### src/rtl/seven_seg_scanner.sv
// Four-digit multiplexed seven-segment driver: latches a binary value once per frame,
// converts it to BCD with a serial double-dabble FSM and scans the digits onto a common-anode display.
module seven_seg_scanner #(
  parameter int REFRESH_DIV = 100000,
  parameter int DP_DIGIT    = 2,
  parameter int BLANK_LZ    = 1
) (
  input  logic        clk100Mhz,
  input  logic        rst,
  input  logic [13:0] display_value,
  input  logic        dp,
  output logic [3:0]  an,
  output logic [6:0]  seg,
  output logic        dp_n,
  output logic        busy
);

  localparam int CNT_W = $clog2(REFRESH_DIV);

  typedef enum logic [1:0] {S_IDLE, S_SHIFT, S_DONE} state_t;

  state_t             r_state;
  state_t             w_state_nxt;
  logic [CNT_W-1:0]   r_cnt;
  logic [1:0]         r_idx;
  logic               r_first;
  logic [13:0]        r_bin;
  logic [15:0]        r_bcd;
  logic [3:0]         r_shcnt;
  logic [15:0]        r_dig;
  logic               r_dp;
  logic [3:0]         r_an;
  logic [6:0]         r_seg;
  logic               r_dpn;

  logic               w_tc;
  logic               w_req;
  logic [13:0]        w_sat;
  logic [15:0]        w_bcd_adj;
  logic [3:0]         w_digit;
  logic [3:0]         w_lz;
  logic               w_blank;

  function automatic logic [15:0] bcd_adjust(input logic [15:0] b);
    logic [15:0] r;
    r = b;
    for (int i = 0; i < 4; i++) begin
      if (r[4*i +: 4] >= 4'd5) r[4*i +: 4] = r[4*i +: 4] + 4'd3;
    end
    return r;
  endfunction

  function automatic logic [6:0] seg_encode(input logic [3:0] d);
    logic [6:0] s;
    case (d)
      4'd0:    s = 7'b1000000;
      4'd1:    s = 7'b1111001;
      4'd2:    s = 7'b0100100;
      4'd3:    s = 7'b0110000;
      4'd4:    s = 7'b0011001;
      4'd5:    s = 7'b0010010;
      4'd6:    s = 7'b0000010;
      4'd7:    s = 7'b1111000;
      4'd8:    s = 7'b0000000;
      4'd9:    s = 7'b0010000;
      default: s = 7'b1111111;
    endcase
    return s;
  endfunction

  assign w_tc      = (r_cnt == CNT_W'(REFRESH_DIV - 1));
  // A conversion starts on the first cycle out of reset and at every frame start (3 -> 0 wrap).
  assign w_req     = r_first | (w_tc & (r_idx == 2'd3));
  assign w_sat     = (display_value > 14'd9999) ? 14'd9999 : display_value;
  assign w_bcd_adj = bcd_adjust(r_bcd);

  always_comb begin
    w_state_nxt = r_state;
    case (r_state)
      S_IDLE:  if (w_req) w_state_nxt = S_SHIFT;
      S_SHIFT: if (r_shcnt == 4'd13) w_state_nxt = S_DONE;
      S_DONE:  w_state_nxt = S_IDLE;
      default: w_state_nxt = S_IDLE;
    endcase
  end

  always_ff @(posedge clk100Mhz) begin
    if (rst) r_state <= S_IDLE;
    else     r_state <= w_state_nxt;
  end

  // Refresh timing and conversion datapath
  always_ff @(posedge clk100Mhz) begin
    if (rst) begin
      r_cnt   <= '0;
      r_idx   <= 2'd0;
      r_first <= 1'b1;
      r_bin   <= '0;
      r_bcd   <= '0;
      r_shcnt <= '0;
      r_dig   <= '0;
      r_dp    <= 1'b0;
    end else begin
      r_first <= 1'b0;
      if (w_tc) begin
        r_cnt <= '0;
        r_idx <= r_idx + 2'd1;
      end else begin
        r_cnt <= r_cnt + CNT_W'(1);
      end
      case (r_state)
        S_IDLE: if (w_req) begin
          r_bin   <= w_sat;
          r_bcd   <= '0;
          r_dp    <= dp;
          r_shcnt <= '0;
        end
        S_SHIFT: begin
          {r_bcd, r_bin} <= {w_bcd_adj, r_bin} << 1;
          r_shcnt        <= r_shcnt + 4'd1;
        end
        S_DONE:  r_dig <= r_bcd;
        default: ;
      endcase
    end
  end

  // A digit blanks when it and every digit to its left are zero; digit 0 never blanks.
  assign w_lz[3] = (r_dig[15:12] == 4'd0);
  assign w_lz[2] = w_lz[3] & (r_dig[11:8] == 4'd0);
  assign w_lz[1] = w_lz[2] & (r_dig[7:4] == 4'd0);
  assign w_lz[0] = 1'b0;
  assign w_digit = r_dig[4*r_idx +: 4];
  assign w_blank = (BLANK_LZ != 0) && w_lz[r_idx];

  // Registered display outputs
  always_ff @(posedge clk100Mhz) begin
    if (rst) begin
      r_an  <= 4'b1111;
      r_seg <= 7'b1111111;
      r_dpn <= 1'b1;
    end else begin
      r_an  <= ~(4'b0001 << r_idx);
      r_seg <= w_blank ? 7'b1111111 : seg_encode(w_digit);
      r_dpn <= ~(r_dp && (r_idx == 2'(DP_DIGIT)));
    end
  end

  assign an   = r_an;
  assign seg  = r_seg;
  assign dp_n = r_dpn;
  assign busy = (r_state != S_IDLE);

endmodule

### config.mk
export PLATFORM = sky130hd
export DESIGN_NAME = seven_seg_scanner
export DESIGN_NICKNAME = d
export VERILOG_FILES = /design/src/rtl/seven_seg_scanner.sv
export SDC_FILE = /design/constraint.sdc
export NUM_CORES = 1
export LEC_CHECK = 0
export CORE_MARGIN = 2
export CORE_UTILIZATION = 63
export CTS_BUF_LIST = sky130_fd_sc_hd__clkbuf_4 sky130_fd_sc_hd__clkbuf_8 sky130_fd_sc_hd__clkbuf_16
export CTS_CLUSTER_DIAMETER = 100
export DETAILED_ROUTE_END_ITERATION = 8
export HOLD_SLACK_MARGIN = 0.08
export PLACE_DENSITY = 0.85
export RECOVER_POWER = 100
export SKIP_LAST_GASP = 1
export SLEW_MARGIN = 20
export SYNTH_ARGS = -nofsm -noshare
export SYNTH_HDL_FRONTEND = slang
export SYNTH_SLANG_ARGS = --single-unit
### constraint.sdc
create_clock -name clk100Mhz -period 5.1 [get_ports clk100Mhz]
set_input_delay 1.02 -clock clk100Mhz [delete_from_list [all_inputs] [get_ports clk100Mhz]]
set_output_delay 1.02 -clock clk100Mhz [all_outputs]
set_load 0.01 [all_outputs]
### Yosys cells after proc, flatten, opt, wreduce, memory -nomap -nowiden

Memories as Yosys holds them, arrays and structs flattened. A register that Yosys moved wholly into a read port is not among the register bits.
Index checks and enable logic that the tools add are counted.

| operators by class | value |
|---|---|
| $add $sub $neg | 7 |
| $mul | 0 |
| div/mod/pow operators | 0 |
| order comparisons | 6 |
| equality and inequality tests | 8 |
| shifts and indexed selects | 2 |
| mux-type cells | 17 |
| bitwise operators | 6 |
| reductions and logical operators | 12 |

Operator list:

| kind | number |
|---|---|
| one-hot mux 16 bit (2 select lines) | 1 |
| two-way mux 14 bit | 2 |
| one-hot mux 14 bit (2 select lines) | 1 |
| adder 17 x 1 -> 17 bit (second input constant) | 1 |
| == test 17 bit (second input constant) | 1 |
| greater-or-equal comparator 4 x 3 -> 1 bit (second input constant) | 4 |
| two-way mux 16 bit | 1 |
| two-way mux 4 bit | 4 |
| indexed part select 16 x 5 -> 4 bit | 1 |
| > comparator 14 bit (second input constant) | 1 |
| adder 4 x 2 -> 4 bit (second input constant) | 3 |
| zero test 4 bit | 3 |
| one-hot mux 4 bit (2 select lines) | 1 |
| == test 2 bit (second input constant) | 3 |
| AND reduction 2 bit | 3 |
| adder 4 x 1 -> 4 bit (second input constant) | 1 |
| == test 4 bit (second input constant) | 1 |
| two-way mux 2 bit | 2 |
| inequality test 2 bit (second input constant) | 2 |
| inverter 4 bit | 1 |
| one-hot mux 2 bit (2 select lines) | 1 |
| nonzero test 2 bit | 2 |
| OR reduction 2 bit | 2 |
| << shifter 1 x 2 -> 4 bit (first input constant) | 1 |
| 12 further kinds | 15 |

| word-level totals | value |
|---|---|
| flip-flop bits (word level) | 78 |
| bits in latches | 0 |
| bits in writable memories | 0 |
| bits in read-only memories | 112 |
| input port bits | 17 |
| output and inout bits | 13 |
| logic and storage cells | 70 |
| memories kept | 1 |

Memories:

| name | depth | width | read ports | clocked after Yosys merged registers in | wr ports | RTL line | text |
|---|---|---|---|---|---|---|---|
| (no name shown) | 16 | 7 | 1 | 1 | 0 | 55 | `case (d)` |

### Longest topological paths before layout

Gate-level depths: netlist of the first run.

| logic depth | value |
|---|---|
| depth after elaboration | 6 |
| depth in mapped cells | 7 |
| gate-level depth less buffers | 7 |

### Worst setup path before layout of the first run

OpenSTA, ideal clock, no wires.

| path | value |
|---|---|
| kind | input to register |
| from | input display_value[6] |
| to | register r_bin[0] |
| setup time | 0.122 ns |
| arrival | 1.817 ns |
| required time | 4.978 ns |
| slack | 3.161 ns |
| stages | 5 |
| path buffers | 0 |
| path through | nor4_1 nor2_1 o31a_1 o21ai_0 a21oi_1 |

| on the way | value |
|---|---|
| longest elaborated chain between the ends | 4 |

RTL lines:

| element | RTL line | text |
|---|---|---|
| start, declared | 10 | `input logic [13:0] display_value,` |
| > comparator 14 bit | 74 | `assign w_sat = (display_value > 14'd9999) ? 14'd9999 : display_value;` |
| two-way mux 14 bit | 74 |  |
| two-way mux 14 bit | 112 | `S_IDLE: if (w_req) begin` |
| one-hot mux 14 bit (2 select lines) | 111 | `case (r_state)` |
| end signal, assigned | 113 | `r_bin <= w_sat;` |
| end signal, assigned | 119 | `{r_bcd, r_bin} <= {w_bcd_adj, r_bin} << 1;` |
| end, declared | 27 | `logic [13:0] r_bin;` |

Every way passes these cells. The select of a mux whose other input is x is not followed.
A chain may end at the register's enable or synchronous reset.

### Final worst setup path of the first run

| path | value |
|---|---|
| from | input rst |
| to | register r_cnt[14] |

| on the way | value |
|---|---|
| longest elaborated chain between the ends | 1 |

RTL lines:

| element | RTL line | text |
|---|---|---|
| start, declared | 9 | `input logic rst,` |
| OR reduction 2 bit (no source line) | - |  |
| end signal, assigned | 109 | `r_cnt <= r_cnt + CNT_W'(1);` |
| end, declared | 24 | `logic [CNT_W-1:0] r_cnt;` |

Every way passes these cells.

==> results of run 1 <==
placed cells by master, fill, tap and decap left out, types with 3 or more instances in the layout:
master	Yosys	routed
clkbuf_8	4	12
dlygate4sd3_1	0	14
o21ai_1	5	4
o21ai_0	16	17
clkdlybuf4s50_1	0	14
xnor2_1	11	11
dfxtp_1	85	85
nor4_1	4	4
nor2_1	39	40
nand2b_1	10	10
nand3_1	13	13
inv_1	16	16
a221oi_1	4	4
mux4_2	3	3
mux2i_1	5	5
nor3_1	16	16
and3_1	3	3
nand2_1	58	58
ha_1	20	20
a21oi_1	44	44
o221ai_1	6	6
nand4_1	5	5
a22o_1	8	8
xor2_1	13	13
critical path, stage by stage:
cell and delay [ns]:
clkbuf_1 1.23, clkbuf_1 0.67, or2_0 0.71, nor2_1 0.14
sequential cells by signal (all words and copies together) (netlist names):
name     count
r_cnt       17
dp_n         1
r_state      2
r_bcd       16
an           4
r_bin       14
r_shcnt      4
r_dp         1
r_idx        2
r_dig       16
seg          7
r_first      1
power breakdown:
part           total, mW  internal [mW]  switching (mW)
clock              0.546          0.313           0.232
sequential         0.692          0.681          0.0114
combinational     0.0885         0.0379          0.0506
total               1.33           1.03           0.294
metrics by stage:
stage	cells	setup WS (ns)	power, mW	utilization, %	hold slack [ns]
2_1_floorplan	443	3.16	0.770	-	0.383
3_3_place_gp	525	2.57	0.796	69.9	0.413
3_5_place_dp	525	2.54	0.799	69.9	0.412
4_1_cts	540	2.41	1.33	73.7	0.426
5_1_grt	540	1.27	1.37	73.3	0.446
6_report	540	1.52	1.33	73.3	0.431
metal layers:
| metal | routed length (um) | share of wire (%) | GRT usage [%] | vias up |
|---|---|---|---|---|
| met3 | 310 | 3.9 | 4.95 | 15 |
| met5 | 0 | 0 | 0 | - |
| met4 | 105 | 1.3 | 8.21 | 0 |
| met1 | 3600 | 45 | 30.1 | 1503 |
| met2 | 3970 | 50 | 41.3 | 62 |
| li1 | - | - | - | 1586 |
worst paths after layout:
kind,from,to,slack (ns),cells past startpoint
max,rst,r_cnt[14]$_SDFF_PP0_,1.52,4
min,r_dp$_SDFFE_PP0P_,dp_n$_SDFF_PP1_,0.43,1
max reg2reg,r_idx[1]$_SDFFE_PP0P_,r_bcd[13]$_SDFFE_PP0P_,1.58,5
min reg2reg,r_dp$_SDFFE_PP0P_,dp_n$_SDFF_PP1_,0.43,1
kinds of logic (layout without fill, tap and decap cells):
logic type	count (synthesis)	after routing
mux	10	10
xor+xnor	24	24
flops	85	85
fa+ha+maj	20	20
buf+inv	39	61
compound gates	99	99
simple gates	166	166
final cells by class:
cell class	count	area, um2
well taps	75	93.8
fillers	470	1610
multi-input cells	319	2040
inverters	16	60.1
flip-flops and latches	85	1700
clock inverters	3	67.6
clock buffers	12	165
repair buffers	30	288
==> flow_summary.toml, run 1 <==
[outcome]
status = "finished with violations"
violations = "capacitance limit, slew limit"

[sta]
rsz0062_at_grt = "false"
max_freq_mhz = 279
finClkSkew_ns = 0.00602
min_period_ns = 3.58
finalHoldViolCount = 0
tns_ns = 0
slew_viol_final = 56
maxSlewHeadroom_pct = -16.2
post-route-period-util_pct = 70.2
setup_violations = 0
tightest_slew_ns = 1.74

[finish]
nets = 498
drive_above_1_share_pct = 5.81
design_area_um2 = 4420
n_antenna_cell = 0
area_growth_pct = 11.0

[clock_tree]
cts.clk_slew.worst_paths_ns = 0.08
cts_resized = 0
holdBufCountCts = 0
clock_latency_ns = 0.35
numCtsBuffers = 9
clock-root-buffer = "clkbuf_8"
clock_sinks = 85
h-tree-depth = 3
cts_buffer_depth = 2
tritoncts = "built"
cts_setup_buffers = 0

[synthesis]
synth_top_family_by_area = "simple AND/OR/NAND/NOR gates"
synth_top_area_share_pct = 42.7
synth_top_area_cell = "dfxtp_1"
synth-simple-area-share_pct = 20.5
ys_seq_area_share_pct = 42.7
synth_xor_area_share_pct = 5.28
synth_edf_count = 0
synthMuxAreaShare_pct = 3.52
synth_most_common_cell = "dfxtp_1"
synthTopCellsByCount = "dfxtp_1 (85), nand2_1 (58), a21oi_1 (44)"
synth_ff_type = "dfxtp_1"
synth_compound_area_share_pct = 16.1
ys_warn_count = 0
ys_types = 52
synthAdderAreaFrac_pct = 6.28
syn_nets = 480
syn_area_um2 = 3980
avgSynthCellArea_um2 = 8.99
async_flop_share_pct = 0
synth-seq-cells = 85
synth.area.top_cells = "dfxtp_1 (43%), ha_1 (6.3%), a21oi_1 (5.5%), nand2_1 (5.5%), nor2_1 (3.7%)"
synthCells = 443

[global_route]
grt_pass1_wl_mm = 13.8
antenna_found_initial = 0
grt.overflow.total = 0
grt_max_degree = 41
grt_pass1_vias = 3046
grt_usage_pct = 24.0

[worst_setup_path]
cp.required_ns = 5.31
critPathArrivalTime_ns = 3.79
path_max_fanout = 40
crit_path_start_kind = "input pin"
worstSetupEndpointType = "flip-flop"
crit_type = "input pin to flip-flop"

[routing]
vias_per_cell = 5.86
wl_per_cell_um = 14.8
antenna_left = 0
vias = 3166
route.detailed.drc = 0
drt_iter0_drc = 97
totalWireLength_mm = 7.99
first_pass_iters = 4

[die]
die_y_um = 83.5
die_area_um2 = 6970
fp.dieW_um = 83.5
fp.coreArea_um2 = 6030
start_util_pct = 66.1
num_io_pins = 30
std_cell_rows = 28

[pwr]
peakVddDrop_mv = 0.199
power.leakage_nw = 1.56
powerDensity_nw_per_um2 = 300

[place]
port_buffers = 29
place.gp.congestion = 0.832
dpl_cell_area_um2 = 4210
dp_hpwl_mm = 5.30

[flow_run]
maxCapViolCount = 2

[min_path]
hold_class = "flip-flop to flip-flop"
(Power assumes the default switching activity.)
==> run 2: changes to the inputs <==
CORE_UTILIZATION = 52   (was 63)
PLACE_DENSITY = 0.75   (was 0.85)
clock period = 3.2 ns   (was 5.1 ns; I/O delays follow)
==> run 2 against run 1 <==
  * The run now ends clean
  * Sequential power grew 59%
  * Die area grew 20%
  * Total power grew 63%
  * Global-route usage shrank 3.8 points
  * Setup slack lost 0.92 ns
  * Cell area grew 1.4%
  * Sequential share of layout area shrank 0.54 points
==> flow_summary.toml, run 2 (same netlist as run 1, synthesis figures left out) <==
[worst_setup_path]
rrSetupSlack_ns = 0.60
crit_path_start_kind = "flip-flop"
critPathLaunch = "r_idx[1]$_SDFFE_PP0P_"
path_depth = 5
cp_slowest_cell = "o32ai_2"
crit_chain = "ha_1 > or2b_2 > o32ai_2 > nor2_2 > a22o_1"
path_max_fanout = 14
reg2regPathDepth = 5
crit_type = "flip-flop to flip-flop"
r2r_start = "r_idx[1]$_SDFFE_PP0P_"
cp.required_ns = 3.44
critical_path.top_delay_family = "compound AO/OA/AOI/OAI gates"
worst-path-buf-inv = 0
critPathArrivalTime_ns = 2.84
r2r-end = "r_bcd[5]$_SDFFE_PP0P_"
critical-path-max-stage-delay_ns = 0.77
worstSetupEndpointType = "flip-flop"

[die]
die_y_um = 91.5
num_io_pins = 30
fp.coreArea_um2 = 7330
std_cell_rows = 31
die_area_um2 = 8380
start_util_pct = 54.3
fp.dieW_um = 91.5

[sta]
min_period_ns = 2.60
post-route-period-util_pct = 81.2
finalHoldViolCount = 0
setup_violations = 0
rsz0062_at_grt = "false"
hold_slack_ns = 0.417
tightest_slew_ns = 1.37
finClkSkew_ns = 0.00648
slew_viol_final = 0
max_freq_mhz = 385
maxSlewHeadroom_pct = 8.78
tns_ns = 0

[finish]
final_cells = 568
area_growth_pct = 12.5
final_common_cell = "dfxtp_1"
drive_above_1_share_pct = 6.61
top_register = "r_cnt"
multi_input_area_um2 = 2040
n_antenna_cell = 0
final_cell_mix = "dfxtp_1 (85), nand2_1 (58), a21oi_1 (44)"
nets = 501
fillerInstances = 630
top_regs = "r_cnt (17), r_bcd (16), r_dig (16)"
largest_register_ff_count = 17
seq_area_um2 = 1700

[routing]
totalWireLength_mm = 7.71
vias = 3093
wl_met2_mm = 3.81
first_pass_iters = 4
route.detailed.drc = 0
antenna_left = 0
drt_iter0_drc = 202
wl_per_cell_um = 13.6
wl_met1_mm = 3.59
top_layer_used = "met4"
wl_met3_um = 263
vias_per_cell = 5.45

[place]
place.gp.congestion = 0.807
dp_hpwl_mm = 5.52
port_buffers = 29
dpl.cell_count = 552

[pwr]
powerDensity_nw_per_um2 = 482
power_frac_clock_pct = 42.3
p_seq_share_pct = 51.0
power.leakage_nw = 1.57
power.internal_mw = 1.69
switching_power_mw = 0.476
combinationalPowerShare_pct = 6.7
peakVddDrop_mv = 0.315
p_sw_share_pct = 22.0

[clock_tree]
holdBufCountCts = 0
clock_latency_ns = 0.35
cts.clk_slew.worst_paths_ns = 0.08
clock_sinks = 85
cts_resized = 0
cts_setup_buffers = 0
clock-root-buffer = "clkbuf_8"
cts_buffer_depth = 2
h-tree-depth = 3
numCtsBuffers = 9
tritoncts = "built"

[global_route]
grt_pass1_vias = 3031
grt_usage_pct = 20.2
grt_pass1_wl_mm = 13.8
grt_max_degree = 31
antenna_found_initial = 0
grt.overflow.total = 0

[min_path]
hold_class = "flip-flop to flip-flop"
hp-start = "r_dp$_SDFFE_PP0P_"
whs_path_depth = 1
min_to = "dp_n$_SDFF_PP1_"

[flow_run]
maxCapViolCount = 0

[outcome]
status = "completed"
==> run 2: stage by stage <==
step	cell area (um2)	power [mW]	setup WS (ns)	utilization, %
after floorplan	3980	1.23	1.45	-
after global placement	4260	1.27	0.969	58.1
after detailed placement	4260	1.28	0.903	58.1
after CTS	4510	2.19	0.899	61.5
after global routing	4480	2.26	0.398	61.1
final	4480	2.16	0.602	61.1
==> run 2: power by group through the flow <==
| stage | Combinational, mW | Sequential (mW) | Clock [mW] |
|---|---|---|---|
| global placement | 0.147 | 1.13 | 0 |
| finish | 0.144 | 1.10 | 0.915 |
| floorplan | 0.102 | 1.13 | 0 |
| CTS | 0.151 | 1.10 | 0.936 |
| global route | 0.163 | 1.11 | 0.989 |
| detailed placement | 0.151 | 1.13 | 0 |
==> run 2: layer usage <==
layer,vias up,global-route usage (%)
li1,1584,-
met4,0,5.30
met5,-,0
met3,4,5.89
met2,43,33.6
met1,1462,25.5
==> run 2: layout make-up <==
class                      count  share of cell area (%)
multi-input combinational    319                    45.5
sequential                    85                    38.0
timing repair buffer          33                    6.92
clock buffer                  10                    3.07
tap                           99                    2.76
clock inverter                 6                    2.46
inverter                      16                    1.34
==> run 2: worst max path at each step <==
stage | to | slack, ns
CTS | busy | 0.90
floorplan | r_bin[4]$_SDFFE_PP0P_ | 1.45
detailed placement | r_bcd[10]$_SDFFE_PP0P_ | 0.90
global route | r_bcd[9]$_SDFFE_PP0P_ | 0.40
global placement | r_bcd[6]$_SDFFE_PP0P_ | 0.97
finish | r_bcd[5]$_SDFFE_PP0P_ | 0.60
